**config.mk**
```make
export PLATFORM = sky130hd
export DESIGN_NAME = rx_check_module
export DESIGN_NICKNAME = d
export VERILOG_FILES = /design/src/rtl/rx_check_module.sv
export SDC_FILE = /design/constraint.sdc
export NUM_CORES = 1
export LEC_CHECK = 0
export CORE_MARGIN = 3
export CORE_UTILIZATION = 55
export DETAILED_ROUTE_END_ITERATION = 10
export DONT_BUFFER_PORTS = 1
export PLACE_DENSITY_LB_ADDON = 0.3
export REMOVE_ABC_BUFFERS = 1
export SYNTH_ARGS = -nofsm -noshare
export SYNTH_HDL_FRONTEND = slang
export SYNTH_SLANG_ARGS = --single-unit
```
**constraint.sdc**
```tcl
create_clock -name clk -period 3.7 [get_ports clk]
set_input_delay 0.74 -clock clk [delete_from_list [all_inputs] [get_ports clk]]
set_output_delay 0.74 -clock clk [all_outputs]
set_load 0.005 [all_outputs]
```
**src/rtl/rx_check_module.sv**
```systemverilog
// Receive-side packet checker: header decode, payload pattern check, error classification, stats.
// Optional per-priority good-packet counters are built only when RX_PRIO_CNT_EN is defined.
module rx_check_module #(
  parameter int unsigned RX_PORT        = 0,
  parameter int unsigned DATA_WIDTH     = 32,
  parameter int unsigned WIDTH_SEL      = 2,
  parameter int unsigned WIDTH_PRIORITY = 2,
  parameter int unsigned WIDTH_LENGTH   = 7
) (
  input  logic                      clk,
  input  logic                      rst,
  input  logic                      rd_sop,
  input  logic                      rd_eop,
  input  logic                      rd_vld,
  input  logic [DATA_WIDTH-1:0]     rd_data,
  input  logic                      rx_en,
  output logic                      ready,
  output logic                      pkt_done,
  output logic                      pkt_err,
  output logic [2:0]                err_code,
  output logic [15:0]               pkt_cnt,
  output logic [15:0]               err_cnt,
  output logic [15:0]               last_tag,
  output logic [WIDTH_PRIORITY-1:0] last_priority,
  output logic [WIDTH_LENGTH-1:0]   last_length,
  output logic [4*16-1:0]           prio_cnt
);

  localparam logic [0:0] IDLE    = 1'b0;
  localparam logic [0:0] PAYLOAD = 1'b1;

  localparam int unsigned CW = WIDTH_LENGTH + 1;
  localparam int unsigned PO = WIDTH_LENGTH;
  localparam int unsigned DO = WIDTH_LENGTH + WIDTH_PRIORITY;
  localparam int unsigned TO = WIDTH_LENGTH + WIDTH_PRIORITY + WIDTH_SEL;
  localparam logic [WIDTH_SEL-1:0] MY_PORT = WIDTH_SEL'(RX_PORT);

  localparam logic [2:0] E_NONE   = 3'd0;
  localparam logic [2:0] E_STRAY  = 3'd1;
  localparam logic [2:0] E_TRUNC  = 3'd2;
  localparam logic [2:0] E_LENGTH = 3'd3;
  localparam logic [2:0] E_DEST   = 3'd4;
  localparam logic [2:0] E_DATA   = 3'd5;

  logic [0:0]                state_q, state_d;
  logic                      ready_q;
  logic [15:0]               cur_tag_q, cur_tag_d;
  logic [WIDTH_PRIORITY-1:0] cur_prio_q, cur_prio_d;
  logic [WIDTH_LENGTH-1:0]   cur_len_q, cur_len_d;
  logic [2:0]                err_q, err_d;
  logic [CW-1:0]             cnt_q, cnt_d, cnt_sat;

  logic                      done_q;
  logic [2:0]                code_q;
  logic [15:0]               pkt_cnt_q, err_cnt_q;
  logic [15:0]               last_tag_q;
  logic [WIDTH_PRIORITY-1:0] last_prio_q;
  logic [WIDTH_LENGTH-1:0]   last_len_q;

  logic                      acc;
  logic [WIDTH_LENGTH-1:0]   hdr_len;
  logic [WIDTH_PRIORITY-1:0] hdr_prio;
  logic [WIDTH_SEL-1:0]      hdr_dest;
  logic [15:0]               hdr_tag;
  logic                      dest_bad;
  logic [DATA_WIDTH-1:0]     exp_word;
  logic                      data_bad;

  logic                      close;
  logic                      close_hdr;
  logic [2:0]                close_code;
  logic [15:0]               close_tag;
  logic [WIDTH_PRIORITY-1:0] close_prio;
  logic [WIDTH_LENGTH-1:0]   close_len;

  assign acc      = rd_vld & ready_q;
  assign hdr_len  = rd_data[WIDTH_LENGTH-1:0];
  assign hdr_prio = rd_data[PO +: WIDTH_PRIORITY];
  assign hdr_dest = rd_data[DO +: WIDTH_SEL];
  assign hdr_tag  = rd_data[TO +: 16];
  assign dest_bad = (hdr_dest != MY_PORT);

  // Saturating count keeps overlong packets from wrapping back onto the header length.
  assign cnt_sat  = (cnt_q == {CW{1'b1}}) ? cnt_q : cnt_q + CW'(1);
  assign exp_word = {{(DATA_WIDTH-16){1'b0}}, cur_tag_q + 16'(cnt_q)};
  assign data_bad = (cnt_q < {1'b0, cur_len_q}) && (rd_data != exp_word);

  always_comb begin
    state_d    = state_q;
    cur_tag_d  = cur_tag_q;
    cur_prio_d = cur_prio_q;
    cur_len_d  = cur_len_q;
    err_d      = err_q;
    cnt_d      = cnt_q;
    close      = 1'b0;
    close_hdr  = 1'b0;
    close_code = E_NONE;
    close_tag  = cur_tag_q;
    close_prio = cur_prio_q;
    close_len  = cur_len_q;

    if (acc) begin
      if (rd_sop) begin
        if (state_q == PAYLOAD) begin
          close      = 1'b1;
          close_hdr  = 1'b1;
          close_code = (err_q != E_NONE) ? err_q : E_TRUNC;
        end
        if (rd_eop || (hdr_len == '0)) begin
          // Header-only packet. If it lands on a truncated packet only the truncation is
          // reported, since a single cycle can carry just one pkt_done.
          state_d = IDLE;
          if (state_q == IDLE) begin
            close      = 1'b1;
            close_hdr  = 1'b1;
            close_tag  = hdr_tag;
            close_prio = hdr_prio;
            close_len  = hdr_len;
            if (dest_bad) begin
              close_code = E_DEST;
            end else if (hdr_len != '0) begin
              close_code = E_LENGTH;
            end
          end
        end else begin
          state_d    = PAYLOAD;
          cur_tag_d  = hdr_tag;
          cur_prio_d = hdr_prio;
          cur_len_d  = hdr_len;
          err_d      = dest_bad ? E_DEST : E_NONE;
          cnt_d      = '0;
        end
      end else if (state_q == IDLE) begin
        close      = 1'b1;
        close_code = E_STRAY;
      end else begin
        cnt_d = cnt_sat;
        if ((err_q == E_NONE) && data_bad) begin
          err_d = E_DATA;
        end
        if (rd_eop) begin
          state_d    = IDLE;
          close      = 1'b1;
          close_hdr  = 1'b1;
          if (err_d != E_NONE) begin
            close_code = err_d;
          end else if (cnt_sat != {1'b0, cur_len_q}) begin
            close_code = E_LENGTH;
          end
        end
      end
    end
  end

  always_ff @(posedge clk or posedge rst) begin
    if (rst) begin
      state_q    <= IDLE;
      ready_q    <= 1'b0;
      cur_tag_q  <= '0;
      cur_prio_q <= '0;
      cur_len_q  <= '0;
      err_q      <= E_NONE;
      cnt_q      <= '0;
    end else begin
      state_q    <= state_d;
      ready_q    <= rx_en;
      cur_tag_q  <= cur_tag_d;
      cur_prio_q <= cur_prio_d;
      cur_len_q  <= cur_len_d;
      err_q      <= err_d;
      cnt_q      <= cnt_d;
    end
  end

  always_ff @(posedge clk or posedge rst) begin
    if (rst) begin
      done_q      <= 1'b0;
      code_q      <= E_NONE;
      pkt_cnt_q   <= '0;
      err_cnt_q   <= '0;
      last_tag_q  <= '0;
      last_prio_q <= '0;
      last_len_q  <= '0;
    end else begin
      done_q <= close;
      if (close) begin
        code_q <= close_code;
        if (close_code == E_NONE) begin
          if (pkt_cnt_q != 16'hFFFF) pkt_cnt_q <= pkt_cnt_q + 16'd1;
        end else begin
          if (err_cnt_q != 16'hFFFF) err_cnt_q <= err_cnt_q + 16'd1;
        end
      end
      if (close_hdr) begin
        last_tag_q  <= close_tag;
        last_prio_q <= close_prio;
        last_len_q  <= close_len;
      end
    end
  end

`ifdef RX_PRIO_CNT_EN
  logic [15:0] prio_q [4];

  always_ff @(posedge clk or posedge rst) begin
    if (rst) begin
      for (int p = 0; p < 4; p++) prio_q[p] <= '0;
    end else if (close && (close_code == E_NONE)) begin
      for (int p = 0; p < 4; p++) begin
        if ((32'(close_prio) == 32'(p)) && (prio_q[p] != 16'hFFFF)) begin
          prio_q[p] <= prio_q[p] + 16'd1;
        end
      end
    end
  end

  for (genvar g = 0; g < 4; g++) begin : g_prio
    assign prio_cnt[16*g +: 16] = prio_q[g];
  end
`else
  assign prio_cnt = '0;
`endif

  assign ready         = ready_q;
  assign pkt_done      = done_q;
  assign pkt_err       = done_q & (code_q != E_NONE);
  assign err_code      = code_q;
  assign pkt_cnt       = pkt_cnt_q;
  assign err_cnt       = err_cnt_q;
  assign last_tag      = last_tag_q;
  assign last_priority = last_prio_q;
  assign last_length   = last_len_q;

endmodule

```
Word level (Yosys, flattened, before mapping)
Cells that the tools add are included.
- magnitude comparators: 1
- reductions and logical operators: 16
- muxes and demuxes: 50
- bitwise operators: 4
- add/subtract/negate cells: 4
- equality and inequality tests: 6
- operators with widths (kind ; count):
    two-way mux 16 bit ; 4
    two-way mux 3 bit ; 19
    adder 16 x 1 -> 16 bit, second input constant ; 2
    two-way mux 8 bit ; 4
    != test 16 bit, second input constant ; 2
    != test 32 x 16 -> 1 bit ; 1
    two-way mux 7 bit ; 4
    adder 16 x 8 -> 16 bit ; 1
    two-way mux 1 bit ; 14
    AND reduction 3 bit ; 4
    two-way mux 2 bit ; 5
    nonzero test 3 bit ; 3
    adder 8 x 1 -> 8 bit, second input constant ; 1
    equality test 8 bit, second input constant ; 1
    < comparator 8 x 7 -> 1 bit ; 1
    != test 8 x 7 -> 1 bit ; 1
    zero test 7 bit ; 1
    nonzero test 7 bit ; 1
    zero test 3 bit ; 2
    nonzero test 2 bit ; 2
    bitwise AND 1 bit ; 2
    logical AND 1 bit ; 2
    != test 2 bit, second input constant ; 1
    NOT 1 bit ; 2
    logical OR 1 bit ; 1
- input port bits: 38
- register bits after elaboration: 99
- logic and storage cells: 95

Logic depth before layout (Yosys ltp)
- depth after elaboration: 17
- mapped depth: 14
- gate-level depth less buffers: 12

Least setup slack after synthesis
Ideal clock, no wire load.
- path type: reg-to-reg
- start point: reg cur_tag_q[0]
- end point: reg pkt_cnt_q[1] (netlist: pkt_cnt[1])
- slack: 0.172 ns
- clock period less this slack: 3.528 ns
- setup time: 0.128 ns
- arrival: 3.400 ns
- buffers on the path: 1
- cell stages (with the launch flop): 14
- required time: 3.572 ns
- cell sequence: dfrtp_1 > ha_1 > fa_1 > a21o_1 > a221o_1 > a31oi_4 > mux2_1 > a21oi_1 > o2111ai_2 > o31ai_4 > a21o_2 > buf_6 > nand2_1 > mux2_1
- word-level cells in the longest chain between the ends: 16
- ends and longest elaborated chain (element ; RTL line ; RTL):
    from (decl) ; 47 ; logic [15:0] cur_tag_q, cur_tag_d;
    from (signal assigned) ; 167 ; cur_tag_q <= cur_tag_d;
    adder 16 x 8 -> 16 bit (*) ; 85 ; assign exp_word = {{(DATA_WIDTH-16){1'b0}}, cur_tag_q + 16'(cnt_q)};
    != test 32 x 16 -> 1 bit (*) ; 86 ; assign data_bad = (cnt_q < {1'b0, cur_len_q}) && (rd_data != exp_word);
    logical AND 1 bit (*) ; 86 ;
    logical AND 1 bit (*) ; 138 ; if ((err_q == E_NONE) && data_bad) begin
    two-way mux 3 bit (*) ; 138 ;
    two-way mux 3 bit (*) ; 133 ; end else if (state_q == IDLE) begin
    two-way mux 3 bit (*) ; 103 ; if (rd_sop) begin
    two-way mux 3 bit (*) ; 102 ; if (acc) begin
    nonzero test 3 bit ; 145 ; if (err_d != E_NONE) begin
    two-way mux 3 bit (*) ; 145 ;
    two-way mux 3 bit (*) ; 141 ; if (rd_eop) begin
    two-way mux 3 bit (*) ; 133 ;
    two-way mux 3 bit (*) ; 103 ;
    two-way mux 3 bit (*) ; 102 ;
    zero test 3 bit (*) ; 188 ; if (close_code == E_NONE) begin
    AND reduction 3 bit (no line) (*) ; -- ;
    to (signal assigned) ; 189 ; if (pkt_cnt_q != 16'hFFFF) pkt_cnt_q <= pkt_cnt_q + 16'd1;
    to (decl) ; 55 ; logic [15:0] pkt_cnt_q, err_cnt_q;
Every way passes the cells marked *; elsewhere a longest branch is shown, timed or not. The select of a mux whose other input is x is not followed.
A chain may end at the register's enable or synchronous reset.

Worst setup path after layout
- start point: reg cur_tag_q[0]
- end point: reg err_cnt_q[8] (netlist: err_cnt[8])
- word-level cells in the longest chain between the ends: 17
- ends and longest elaborated chain (element ; RTL line ; RTL):
    adder 16 x 8 -> 16 bit (*) ; 85 ;
    != test 32 x 16 -> 1 bit (*) ; 86 ;
    logical AND 1 bit (*) ; 86 ;
    logical AND 1 bit (*) ; 138 ;
    two-way mux 3 bit (*) ; 138 ;
    two-way mux 3 bit (*) ; 133 ;
    two-way mux 3 bit (*) ; 103 ;
    two-way mux 3 bit (*) ; 102 ;
    nonzero test 3 bit ; 145 ;
    two-way mux 3 bit (*) ; 145 ;
    two-way mux 3 bit (*) ; 141 ;
    two-way mux 3 bit (*) ; 133 ;
    two-way mux 3 bit (*) ; 103 ;
    two-way mux 3 bit (*) ; 102 ;
    zero test 3 bit (*) ; 188 ;
    NOT 1 bit (no line) (*) ; -- ;
    AND reduction 3 bit (no line) (*) ; -- ;
    to (signal assigned) ; 191 ; if (err_cnt_q != 16'hFFFF) err_cnt_q <= err_cnt_q + 16'd1;
    to (decl) ; 55 ;
Marked as above.

==> key figures <==
Floorplan
  • Row Count: 38
  • Core footprint: 11000 um^2
  • Initial core utilization: 57.1%
  • Die W: 113 um
  • Io pins: 165
  • Die Ht: 113 um
  • Die ar.: 12800 um^2

Final layout
  • Register Area: 2480 um^2
  • Finished Layout Cells: 829
  • Area of the multi-input gates: 3430 um^2
  • Area Growth Syn to Fin: 6.67%
  • Fin area: 6720 um^2
  • Fillers: 949
  • Final nets: 740
  • Diode count: 0
  • Share of layout cells above drive strength 1: 13.5%

Job
  • Max-cap violation count: 0

STA
  • Fin. Hold Viols: 0
  • Tmin final: 3.62 ns
  • Worst-case clock skew: 0.00827 ns
  • Slew headroom: 36.5%
  • Post-route worst setup slack: 0.0775 ns
  • Hold WS: 0.370 ns
  • Crit share post-route: 97.9%
  • RSZ-0062 raised after global routing: yes
  • Worst Max-Slew Pin Slew: 0.953 ns
  • Final setup violation count: 0
  • Final Max Slew Viols: 0
  • Max frequency: 276 MHz

Setup path
  • Arrival @ worst endpoint: 3.86 ns
  • Critical Path, Cell by Cell: ha_2 > fa_2 > a21o_1 > a221o_1 > a31oi_4 > mux2i_1 > a21oi_1 > o2111ai_2 > o31ai_4 > a21o_4 > buf_6 > or4_4 > xnor2_1
  • Reg2Reg Launch Point: cur_tag_q[0]
  • Reg2reg end: err_cnt[8]
  • FF-to-FF setup slack: 0.08 ns
  • Crit path kind: flop to flop
  • Critical path's largest stage delay: 0.53 ns
  • Crit end category: flop
  • Critical Path Source Type: flop
  • Crit Path Max Fanout: 6
  • Slowest-stage cell, CP: or4_4
  • Reg2reg path depth: 13
  • CP Data Required Time: 3.94 ns

Global route
  • Largest net degree at the start of global routing: 55
  • Global-route wire length before repair: 23000 um
  • Total track usage: 22.5%
  • Met1 Use GR: 30.1%
  • Vias in the first global route: 4542
  • Layer with the highest usage: met2
  • Initial antenna violation count: 0
  • Total gr overflow: 0
  • Met3 Usage GRT: 5.94%
  • GR Util met2: 36.3%

Yosys
  • Synth warnings: 0
  • Synth Register Bits: 99
  • Share of the synthesized area in the top cell type: 39.3%
  • Post-synth cell types: 62
  • Number of flops mapped to enable cells by yosys: 0
  • Top post-synthesis cells by area: dfrtp_1 39%, buf_4 7.6%, xnor2_1 5.0%
  • Post-synthesis sequential area ratio: 39.3%
  • Post-synthesis cell count: 669
  • Most frequent cell after synthesis: dfrtp_1
  • Synth area leader: dfrtp_1
  • Post-synth top cells: 99 x dfrtp_1, 64 x buf_4, 56 x nor2_1, 54 x a21oi_1, 50 x nand2_1
  • Post-synthesis async set-or-reset flop share: 100%
  • Mean Syn Cell Area: 9.42 um^2
  • Synth Cell Area: 6300 um^2
  • Top FF cell, synth: dfrtp_1

Detailed routing
  • Initial DRC Count: 266
  • DRT Pass-1 Iters: 5
  • Via-to-Cell Ratio: 5.81
  • Routed via count: 4820
  • ANT nets after route: 0
  • WL/cell: 17.6 um
  • DRT Wirelength: 14600 um
  • DRC viols: 0

Clocking
  • Clock root cell: clkbuf_16
  • Clock Pin Slew Worst Setup and Hold Paths: 0.07 ns
  • Num CTS Buffers: 9
  • H-tree levels: 3
  • Clk_lat worst skew: 0.35 ns
  • Hold Buf Count CTS: 0
  • CTS tree: yes
  • CTS Buffer Depth: 2
  • CTS sink cnt: 99

Pwr
  • Max VDD drop: 0.000304 V
  • Power Density: 475 nW/um^2
  • Total power: 3.19 mW
  • Leakage: 3.00 nW

Outcome
  • Outcome: finished clean

Place
  • Routability cong.: 0.917
  • Dpl cell area: 6360 um^2
  • Dpl ws: -0.0223 ns
  • Inst Count DP: 807
  • Port-buffer cells: 0
  • Post-DP HPWL: 10900 um

Min path
  • Worst hold path type: primary input to async pin
flip-flops by register name, indices dropped and copies added, names as in the netlist, 2 cells and up:
| signal | count |
|---|---|
| cnt_q | 8 |
| cur_len_q | 7 |
| cur_prio_q | 2 |
| cur_tag_q | 16 |
| err_cnt | 16 |
| err_code | 3 |
| err_q | 3 |
| last_length | 7 |
| last_priority | 2 |
| last_tag | 16 |
| pkt_cnt | 16 |
layout by cell type (no fill, tap or decap), types with 3 or more instances in the layout:
cell type  Yosys  layout
and2_1         5       5
nor4_1         7       7
xnor2_1       36      35
nand3_1       23      23
o22ai_1        3       3
nand4_1       15      15
and3_1        20      20
nor2_1        56      56
buf_12         0       3
buf_4         64      29
nor3_2         4       5
clkbuf_16      0       9
nor3_1        11      10
inv_1         16      15
mux2_2        18      18
a21o_1         9       9
or4_4          1       3
a311oi_1       3       3
nand2_1       50      50
a21oi_1       54      54
a31oi_1        3       3
nand2b_1       4       4
ha_1          17      16
conb_1         1      64
xor2_1        22      22
o21ai_0       23      23
dfrtp_1       99      99
mux2i_1       25      25
mux2_1         4       4
and4_1         3       3
report_power, final:
group          leakage [nW]  total, mW  switching, mW  internal, mW
registers              1.23       1.54          0.244          1.30
logic                  1.64      0.778          0.414         0.364
clock network         0.126      0.876          0.416         0.459
critical path, delay by kind of cell, from the launching register on:
| family | cells | cell delay, ns |
|---|---|---|
| muxes | 1 | 0.22 |
| adders and majority gates | 2 | 0.57 |
| and+or+nand+nor | 1 | 0.53 |
| xor gates and xnor gates | 1 | 0.13 |
| buffers and inverters | 1 | 0.14 |
| AOI/OAI and AO/OA | 7 | 1.52 |
| DFF | 1 | 0.39 |
worst max path at each step:
stage,start,to,slack (ns),cells past startpoint
after floorplan,rd_data[2],last_length[0],-0.70,5
after global placement,cur_tag_q[0],err_cnt[10],0.05,13
after detailed placement,cur_tag_q[0],pkt_cnt[3],-0.02,14
after CTS,cur_tag_q[0],err_cnt[10],0.01,13
after global routing,cur_tag_q[0],err_cnt[8],-0.04,13
final,cur_tag_q[0],err_cnt[8],0.08,13
layer usage:
layer / up-vias / wire, um
met5: - / 0
met4: 0 / 238
met3: 19 / 991
met2: 190 / 6980
met1: 2351 / 6400
li1: 2260 / -
through the flow:
stage | TNS, ns | util, %
finish | 0 | 60.9
global route | -0.0415 | 60.9
CTS | 0 | 60.2
detailed placement | -0.0412 | 57.7
global placement | 0 | 57.7
floorplan | -17.33 | -
what timing repair did:
| action | 4_1_cts | 5_1_grt |
|---|---|---|
| endpoints found under the setup margin | 4 | 24 |
| gates cloned | 0 | 1 |
| resized for setup | 1 | 8 |
| pin swaps | 1 | 11 |
| setup buffers | 0 | 5 |
cell families after synthesis:
kind of cell               share of synthesized area (%)
adders and majority gates                           3.69
DFF                                                 39.3
AOI/OAI and AO/OA                                   12.2
muxes                                               7.90
other                                             0.0595
buffers and inverters                               10.8
xor gates and xnor gates                            8.06
and+or+nand+nor                                     17.9
final cells by class:
| type | instances | share of cell area (%) |
|---|---|---|
| Clock buffer | 11 | 3.46 |
| Sequential cell | 99 | 36.9 |
| Inverter | 16 | 0.931 |
| Tap cell | 140 | 2.61 |
| Multi-Input combinational cell | 524 | 51.1 |
| Timing Repair Buffer | 34 | 4.47 |
| Clock inverter | 5 | 0.559 |
Power figures use the tool's default switching activity.
